File: src/rtl/instr_fetch_unit_pkg.sv
// Defaults shared by the fetch unit, the instruction memory and decode.
package instr_fetch_unit_pkg;

  localparam int unsigned IFU_ADDR_W    = 16;
  localparam int unsigned IFU_INSTR_W   = 16;
  localparam int unsigned IFU_PC_STEP   = 2;
  localparam int unsigned IFU_RESET_PC  = 0;
  localparam int unsigned IFU_BUF_DEPTH = 2;

  // Width of an occupancy counter that must hold the values 0..depth.
  function automatic int unsigned ifu_cnt_w(input int unsigned depth);
    return $clog2(depth + 1);
  endfunction

endpackage

File: src/rtl/instr_fetch_unit_fetch_buffer.sv
// Small synchronous FIFO holding fetched {pc, instr} entries between the
// memory return and decode. Flush empties it in one edge and beats push/pop.
module fetch_buffer
  import instr_fetch_unit_pkg::*;
#(
  parameter  int unsigned DEPTH = IFU_BUF_DEPTH,
  parameter  int unsigned W     = IFU_ADDR_W + IFU_INSTR_W,
  localparam int unsigned CNT_W = ifu_cnt_w(DEPTH)
) (
  input  logic             clk,
  input  logic             rst,
  input  logic             flush,
  input  logic             push,
  input  logic [W-1:0]     push_data,
  input  logic             pop,
  output logic [W-1:0]     head_data,
  output logic             head_valid,
  output logic [CNT_W-1:0] count
);

  localparam int unsigned IDX_W = (DEPTH > 1) ? $clog2(DEPTH) : 1;

  logic [W-1:0]       mem_q [DEPTH];
  logic [W-1:0]       mem_d [DEPTH];
  logic [IDX_W-1:0]   rd_ptr_q, rd_ptr_d;
  logic [IDX_W-1:0]   wr_ptr_q, wr_ptr_d;
  logic [CNT_W-1:0]   count_q, count_d;

  // Pointers wrap at DEPTH, which need not be a power of two.
  function automatic logic [IDX_W-1:0] ptr_inc(input logic [IDX_W-1:0] p);
    if (p == IDX_W'(DEPTH - 1)) return '0;
    return p + IDX_W'(1);
  endfunction

  // Next-state for storage, pointers and occupancy.
  always_comb begin
    mem_d    = mem_q;
    rd_ptr_d = rd_ptr_q;
    wr_ptr_d = wr_ptr_q;
    count_d  = count_q;
    if (flush) begin
      rd_ptr_d = '0;
      wr_ptr_d = '0;
      count_d  = '0;
    end else begin
      if (push) begin
        mem_d[wr_ptr_q] = push_data;
        wr_ptr_d        = ptr_inc(wr_ptr_q);
      end
      if (pop) rd_ptr_d = ptr_inc(rd_ptr_q);
      case ({push, pop})
        2'b10:   count_d = count_q + CNT_W'(1);
        2'b01:   count_d = count_q - CNT_W'(1);
        default: count_d = count_q;
      endcase
    end
  end

  // Control state: pointers and count, cleared by reset.
  always_ff @(posedge clk) begin
    if (rst) begin
      rd_ptr_q <= '0;
      wr_ptr_q <= '0;
      count_q  <= '0;
    end else begin
      rd_ptr_q <= rd_ptr_d;
      wr_ptr_q <= wr_ptr_d;
      count_q  <= count_d;
    end
  end

  // Entry storage: contents are don't-care while count says empty.
  always_ff @(posedge clk) begin
    mem_q <= mem_d;
  end

  assign head_data  = mem_q[rd_ptr_q];
  assign head_valid = (count_q != '0);
  assign count      = count_q;

endmodule

File: src/rtl/instr_fetch_unit.sv
// Instruction fetch front-end: owns the PC, issues one memory read at a time,
// presents returned words to decode (bypassing the buffer when it is empty),
// and discards stale words on redirect.
module instr_fetch_unit
  import instr_fetch_unit_pkg::*;
#(
  parameter int unsigned ADDR_W    = IFU_ADDR_W,
  parameter int unsigned INSTR_W   = IFU_INSTR_W,
  parameter int unsigned RESET_PC  = IFU_RESET_PC,
  parameter int unsigned PC_STEP   = IFU_PC_STEP,
  parameter int unsigned BUF_DEPTH = IFU_BUF_DEPTH
) (
  input  logic               clk,
  input  logic               rst,
  output logic [ADDR_W-1:0]  pointer,
  input  logic [INSTR_W-1:0] instr_in,
  input  logic               redirect_valid,
  input  logic [ADDR_W-1:0]  redirect_target,
  output logic               instr_valid,
  input  logic               instr_ready,
  output logic [INSTR_W-1:0] instr_out,
  output logic [ADDR_W-1:0]  pc_out,
  output logic               misalign_err
);

  localparam int unsigned ENT_W = ADDR_W + INSTR_W;
  localparam int unsigned CNT_W = ifu_cnt_w(BUF_DEPTH);

  logic [ADDR_W-1:0] pc_q, pc_d;
  logic [ADDR_W-1:0] req_pc_q, req_pc_d;
  logic              inflight_q, inflight_d;
  logic              misalign_q, misalign_d;

  logic [ENT_W-1:0]  buf_head;
  logic              buf_valid;
  logic [CNT_W-1:0]  buf_count;
  logic              buf_push, buf_pop;
  logic [ENT_W-1:0]  head_ent;
  logic              pop, issue;
  logic [CNT_W:0]    occ_now, slot_lim;

  fetch_buffer #(
    .DEPTH (BUF_DEPTH),
    .W     (ENT_W)
  ) u_fetch_buffer (
    .clk        (clk),
    .rst        (rst),
    .flush      (redirect_valid),
    .push       (buf_push),
    .push_data  ({req_pc_q, instr_in}),
    .pop        (buf_pop),
    .head_data  (buf_head),
    .head_valid (buf_valid),
    .count      (buf_count)
  );

  // Handshake, buffer control and issue decision.
  always_comb begin
    head_ent = '0;
    if (buf_valid)       head_ent = buf_head;
    else if (inflight_q) head_ent = {req_pc_q, instr_in};
    pop      = (buf_valid | inflight_q) & instr_ready;
    buf_pop  = buf_valid & instr_ready;
    // The returning word bypasses straight to decode when the buffer is empty
    // and decode takes it; otherwise it joins the tail. Redirect kills it.
    buf_push = inflight_q & ~redirect_valid & (buf_valid | ~instr_ready);
    // Words held after this edge = count + inflight - pop; a new read may go
    // out only if its return is guaranteed a slot. Counting the pop keeps
    // one word per cycle flowing with a single in-flight read.
    occ_now  = {1'b0, buf_count} + (CNT_W+1)'(inflight_q);
    slot_lim = (CNT_W+1)'(BUF_DEPTH) + (CNT_W+1)'(pop);
    issue    = ~redirect_valid & (occ_now < slot_lim);
  end

  // Next PC, in-flight tracking and misalignment flag.
  always_comb begin
    pc_d       = pc_q;
    req_pc_d   = req_pc_q;
    inflight_d = issue;
    misalign_d = redirect_valid & redirect_target[0];
    if (redirect_valid) begin
      pc_d = {redirect_target[ADDR_W-1:1], 1'b0};
    end else if (issue) begin
      req_pc_d = pc_q;
      pc_d     = pc_q + ADDR_W'(PC_STEP);
    end
  end

  // Control state with synchronous reset.
  always_ff @(posedge clk) begin
    if (rst) begin
      pc_q       <= ADDR_W'(RESET_PC);
      inflight_q <= 1'b0;
      misalign_q <= 1'b0;
    end else begin
      pc_q       <= pc_d;
      inflight_q <= inflight_d;
      misalign_q <= misalign_d;
    end
  end

  // Address of the outstanding read; only meaningful while inflight_q is set.
  always_ff @(posedge clk) begin
    req_pc_q <= req_pc_d;
  end

  assign pointer             = pc_q;
  assign instr_valid         = buf_valid | inflight_q;
  assign {pc_out, instr_out} = head_ent;
  assign misalign_err        = misalign_q;

endmodule

File: config.mk
export PLATFORM = sky130hd
export DESIGN_NAME = instr_fetch_unit
export DESIGN_NICKNAME = d
export VERILOG_FILES = /design/src/rtl/instr_fetch_unit_pkg.sv /design/src/rtl/instr_fetch_unit_fetch_buffer.sv /design/src/rtl/instr_fetch_unit.sv
export SDC_FILE = /design/constraint.sdc
export NUM_CORES = 1
export LEC_CHECK = 0
export CAP_MARGIN = 40
export CORE_MARGIN = 1.5
export CORE_UTILIZATION = 55
export DETAILED_ROUTE_END_ITERATION = 10
export PLACE_DENSITY = 0.84
export SETUP_SLACK_MARGIN = 0.1
export SLEW_MARGIN = 0
export SYNTH_ARGS = -nofsm -noshare
export SYNTH_HDL_FRONTEND = slang
export SYNTH_HIERARCHICAL = 1
export SYNTH_SLANG_ARGS = --single-unit
File: constraint.sdc
create_clock -name clk -period 9.75 [get_ports clk]
set_input_delay 1.4625 -clock clk [delete_from_list [all_inputs] [get_ports clk]]
set_output_delay 1.4625 -clock clk [all_outputs]
set_load 0.1 [all_outputs]
Word level (Yosys, flattened, before mapping)
Cells that the tools add are included.
{"block": "word_totals", "register_bits": 102, "latch_bits": 0, "ramBits": 0, "rom_bits": 0, "in_bits": 36, "output_inout_bits": 50, "wordCells": 63, "mem_count": 0}
{"block": "classes", "n_addsub": 7, "n_mul": 0, "div_mod_pow": 0, "n_lt_le_gt_ge": 4, "eq_ne": 2, "shifts": 0, "mux": 21, "bitwise_logic": 12, "n_reduce_logical": 7}
{"operator": "$mux W32", "n": 6}
{"operator": "$bwmux W64", "n": 1}
{"operator": "$demux W32 S1", "n": 1}
{"operator": "$mux W16", "n": 2}
{"operator": "$add A16 B2 Y16 const B", "n": 1}
{"operator": "$mux W1", "n": 10}
{"operator": "$and A1 B1 Y1", "n": 6}
{"operator": "$reduce_bool A2 Y1", "n": 3}
{"operator": "$ge A2 B2 Y1 const B", "n": 2}
{"operator": "$not A1 Y2", "n": 2}
{"operator": "$pmux W2 S2", "n": 1}
{"operator": "$reduce_and A2 Y1", "n": 2}
{"operator": "$add A2 B1 Y3", "n": 1}
{"operator": "$add A2 B1 Y3 const A", "n": 1}
{"operator": "$lt A3 B3 Y1", "n": 1}
{"operator": "$add A1 B1 Y1 const B", "n": 2}
{"operator": "$add A2 B1 Y2 const B", "n": 1}
{"operator": "$eq A2 B1 Y1 const B", "n": 1}
{"operator": "$eq A2 B2 Y1 const B", "n": 1}
{"operator": "$lt A2 B1 Y1 const B", "n": 1}
{"operator": "$not A1 Y1", "n": 2}
{"operator": "$or A1 B1 Y1", "n": 2}
{"operator": "$reduce_or A2 Y1", "n": 1}
{"operator": "$sub A2 B1 Y2 const B", "n": 1}
{"operator": "$logic_and A1 B1 Y1", "n": 1}

Longest topological paths before layout
{"block": "logic_depth", "word_depth": 8, "mapped_depth": 9, "ltp_nobuf": 8}

By module
The synthesis kept the hierarchy.
{"module": "fetch_buffer", "instances": 1, "cells_per_inst": 119, "area_per_inst_um2": 2486.1, "seq_area_each_um2": 2001.9}
{"module": "instr_fetch_unit", "instances": 1, "cells_per_inst": 188, "area_per_inst_um2": 1809.2, "seq_area_each_um2": 790.8}

Worst setup path after synthesis
OpenSTA, ideal clock, no wires.
{"block": "synth_path", "path_kind": "input to register", "from": "input redirect_valid", "to": "register u_fetch_buffer/mem_q[0] in the netlist's numbering (enable)", "setup_time_ns": 0.468, "arrival_ns": 4.737, "t_required_ns": 9.282, "setup_slack_ns": 4.545, "cell_stages": 6, "path_buffers": 2, "path_cell_list": "clkbuf_1 > clkinv_1 > clkbuf_1 > and3_1 > inv_1 > nor3b_1"}
{"block": "synth_between", "elab_chain_cells": 4}
{"item": "from (decl)", "line": "instr_fetch_unit.sv:17", "rtl": "input logic redirect_valid,"}
{"item": "$not A1 Y1 (no source line)"}
{"item": "$and A1 B1 Y1 (2 in series)", "line": "instr_fetch_unit.sv:66", "rtl": "buf_push = inflight_q & ~redirect_valid & (buf_valid | ~instr_ready);"}
{"item": "via buf_push", "line": "instr_fetch_unit.sv:37", "rtl": "logic buf_push, buf_pop;"}
{"item": "$reduce_and A2 Y1 (no source line)"}
{"item": "to (signal assigned)", "line": "instr_fetch_unit_fetch_buffer.sv:74", "rtl": "mem_q <= mem_d;"}
{"item": "to (decl)", "line": "instr_fetch_unit_fetch_buffer.sv:23", "rtl": "logic [W-1:0] mem_q [DEPTH];"}
The timed path passes the listed nets, and every way through them passes these cells.
A chain may end at the register's enable or synchronous reset.

Worst setup path after layout
{"block": "layout_path", "from": "register u_fetch_buffer.count_q[0], in the netlist u_fetch_buffer/count[0]", "to": "output instr_out[1]"}
{"block": "layout_between", "elab_chain_cells": 2}
{"item": "from (decl)", "line": "instr_fetch_unit_fetch_buffer.sv:27", "rtl": "logic [CNT_W-1:0] count_q, count_d;"}
{"item": "from (signal assigned)", "line": "instr_fetch_unit_fetch_buffer.sv:68", "rtl": "count_q <= count_d;"}
{"item": "$reduce_bool A2 Y1", "line": "instr_fetch_unit_fetch_buffer.sv:78", "rtl": "assign head_valid = (count_q != '0);"}
{"item": "via buf_valid", "line": "instr_fetch_unit.sv:35", "rtl": "logic buf_valid;"}
{"item": "$mux W32", "line": "instr_fetch_unit.sv:60", "rtl": "if (buf_valid) head_ent = buf_head;"}
{"item": "to (decl)", "line": "instr_fetch_unit.sv:21", "rtl": "output logic [INSTR_W-1:0] instr_out,"}
The timed path passes the listed nets, and every way through them passes these cells.

==> impl_results.md <==
- Register area share after synthesis: 65.0%
- WHS: 477 ps
- CP Data Required Time: 8290 ps
- Global-route wire length before repair: 16100 um
- Asr flop ratio synth: 0%
- Slew headroom: roughly 42%
- Overflow after GRT: 0
- EDFF count, synth: 79
- # nets final: 476
- Finished Cell Area: ~6200 um2
- CTS Buf Count: 9
- Hold Buf Count CTS: 0
- Vias per cell: 5.86
- Multi-input logic area: between 1000 and 1500 um2
- Top cells by count, synth: edfxtp_1 (79), mux2_2 (32), a22o_1 (30), dfxtp_1 (21), nor2_1 (14)
- Cell taking the most area after synthesis: edfxtp_1
- Ant diodes: 0
- Global routing met1 resource utilization: 32.9%
- Max-slew violation count: 0
- Worst vdd ir: roughly 0.092 mV
- Area Growth Syn to Fin: 43.4%
- Clock Tree Buf Depth: 2
- Synth Register Bits: 100
- Total Wirelength: 10100 um
- Finished Layout Cells: 543
- Final worst-path cycle share: a little under half
- Iter 0 DRT Violations: 237
- I/O Buffers: 84
- Syn avg cell area: 14.0 um2
- Initial antenna violation count: 0
- Post-CTS sizing: 0
- GR Layer Usage met3: 4.44%
- Met2 Use GR: between 40% and 50%
- Final min period: ~4600 ps
- Routed Antenna Nets: 0
- Drt first pass iters: 4
- Clock skew: 15.0 ps
- Ys flop type: edfxtp_1
- # fillers: 405
- Die W: 91.4 um
- Initial Util: 56.2%
- Die H: 91.4 um
- CP arrival: 3150 ps
- Type of the worst setup path: reg -> out
- Site Rows: 32
- Placed cell area: 5980 um2
- Pleak: 2.15 nW
- Clock root buffer: clkbuf_8
- Slew @ Worst Pin: 865 ps
- CTS tree: built
- Mapped Area: 4300 um2
- Hold Fails Final Rpt: 0
- Share of cells above drive strength 1: 24.9%
- Sw power: 0.000280 W
- Crit path launch type: register
- Via count: approximately 3200
- Comb pwr share: 20.9%
- Max-Cap Viols: 0
- Routed WL per cell: 18.6 um
- HP Class: reg -> reg
- Unrepaired setup endpoints after global routing: no
- Die area: roughly 8300 um2
- # Post-CTS Setup Buffers: 0
- GRT Util Overall: 25.1%
- Switching part of the total: 30.4%
- Synth top area share: ~55%
- Pwr Density: about 150 nW/um2
- Largest cells by area after synthesis: edfxtp_1 (55%), dfxtp_1 (9.8%), mux2_2 (8.4%), a22o_1 (6.1%), a311oi_1 (2.4%)
- DP HPWL: 6880 um
- Fin Setup TNS: 0 ps
- Count leader, synth: edfxtp_1
- I/O Pins: 86
- Placed insts: 527
- Routability cong.: 0.801
- Cell variety after synth: 42
- Register area: 2790 um2
- Skew-Pair Late Insertion Delay: approximately 370 ps
- Final core utilization: 80.5%
- Largest net degree at the start of global routing: 38
- Critical path endpoint category: output port
- Clock transition at path regs: roughly 110 ps
- H-tree Lvls: 3
- Clock Power Share: 26.6%
- Int Pwr: between 0.0006 and 0.0007 W
- # DRC: 0
- Sequential Power Share: a little over half
- Vias in the first global route: between 3000 and 4000
- Setup violations, final: 0
- Syn Inst Count: 307
- Core area: 7650 um2
- CP Max Fanout: 37
- Clk sinks: 100
- Fmax: between 200 and 250 MHz
- Yosys warnings: 6
- Status: finished, final reports clean
- GRT Max-Usage Layer: met2
==> per-stage QoR <==
| stage | power [W] | setup WS (ps) |
|---|---|---|
| after floorplan | 0.000600 | 4540 |
| after global placement | 0.000644 | 4930 |
| after detailed placement | 0.000686 | 4950 |
| after CTS | 0.000926 | 5120 |
| after global routing | 0.000950 | 5000 |
| final | 0.000922 | 5140 |
==> sequential cells by signal, indices dropped and copies added, names as in the netlist <==
register,cells
u_fetch_buffer/mem_q,64
u_fetch_buffer/rd_ptr_q,1
u_fetch_buffer/wr_ptr_q,1
u_fetch_buffer/count,2
pointer,15
req_pc_q,15
inflight_q,1
misalign_err,1
==> cells in the final DEF (no fill, tap or decap), types with 6 or more instances in the layout <==
cell	count
mux2_2	32
buf_8	50
nor2_1	14
inv_1	6
a22o_1	30
o31ai_1	8
edfxtp_1	79
nor3_1	6
dfxtp_1	21
a311oi_1	12
clkdlybuf4s50_1	84
or4_1	8
o21ai_0	6
nand2_1	9
clkbuf_8	9
==> critical path, cell delays in order, from the launching register on <==
cell and delay [ps]:
dfxtp_1 370, or2_2 570, nor2b_2 630, buf_8 250
a22o_1 160, clkdlybuf4s50_1 560, buf_8 220
==> power groups by stage <==
stage	clock, W	sequential (W)	combinational, W
finish	0.000245	0.000484	0.000192
global route	0.000265	0.000486	0.000199
CTS	0.000249	0.000484	0.000193
detailed placement	0	0.000494	0.000192
global placement	0	0.000493	0.000152
floorplan	0	0.000523	0.0000770
==> area by class of cell <==
type / instances / area share (%)
Clock buffer: 9 / 2.01
Clock inverter: 7 / 0.955
Inverter: 7 / 0.427
Multi-Input combinational cell: 180 / 22.8
Sequential cell: 100 / 45.3
Tap cell: 102 / 2.07
Timing Repair Buffer: 138 / 26.4
==> path summary, 6_finish.rpt <==
path                                                            from                                 end  slack [ps]  depth (start not counted)
worst max-delay path            u_fetch_buffer/count[0]$_SDFFE_PP0P_                        instr_out[1]        5140                          6
worst max register to register  u_fetch_buffer/count[0]$_SDFFE_PP0P_  u_fetch_buffer/mem_q[59]$_DFFE_PP_        6810                          6
worst min-delay path                          req_pc_q[12]$_DFFE_PP_  u_fetch_buffer/mem_q[28]$_DFFE_PP_         480                          0
worst min register to register                req_pc_q[12]$_DFFE_PP_  u_fetch_buffer/mem_q[28]$_DFFE_PP_         480                          0
==> kinds of logic (layout without fill, tap and decap cells) <==
kind of cell	Yosys count	in the layout	share of synthesized area, %
DFF	100	100	65.0
xor gates and xnor gates	4	4	0.816
AOI/OAI and AO/OA	66	66	12.5
and+or+nand+nor	71	71	9.18
adders and majority gates	4	4	1.17
buffers and inverters	29	161	2.88
other	1	3	0.0873
muxes	32	32	8.39
==> metal layers <==
metal / vias to the layer above / share of wire [%]
met1: 1574 / 43
met2: 121 / 51
li1: 1472 / -
met5: - / 0
met4: 0 / 1.3
met3: 14 / 5.0
Power figures use the tool's default switching activity.
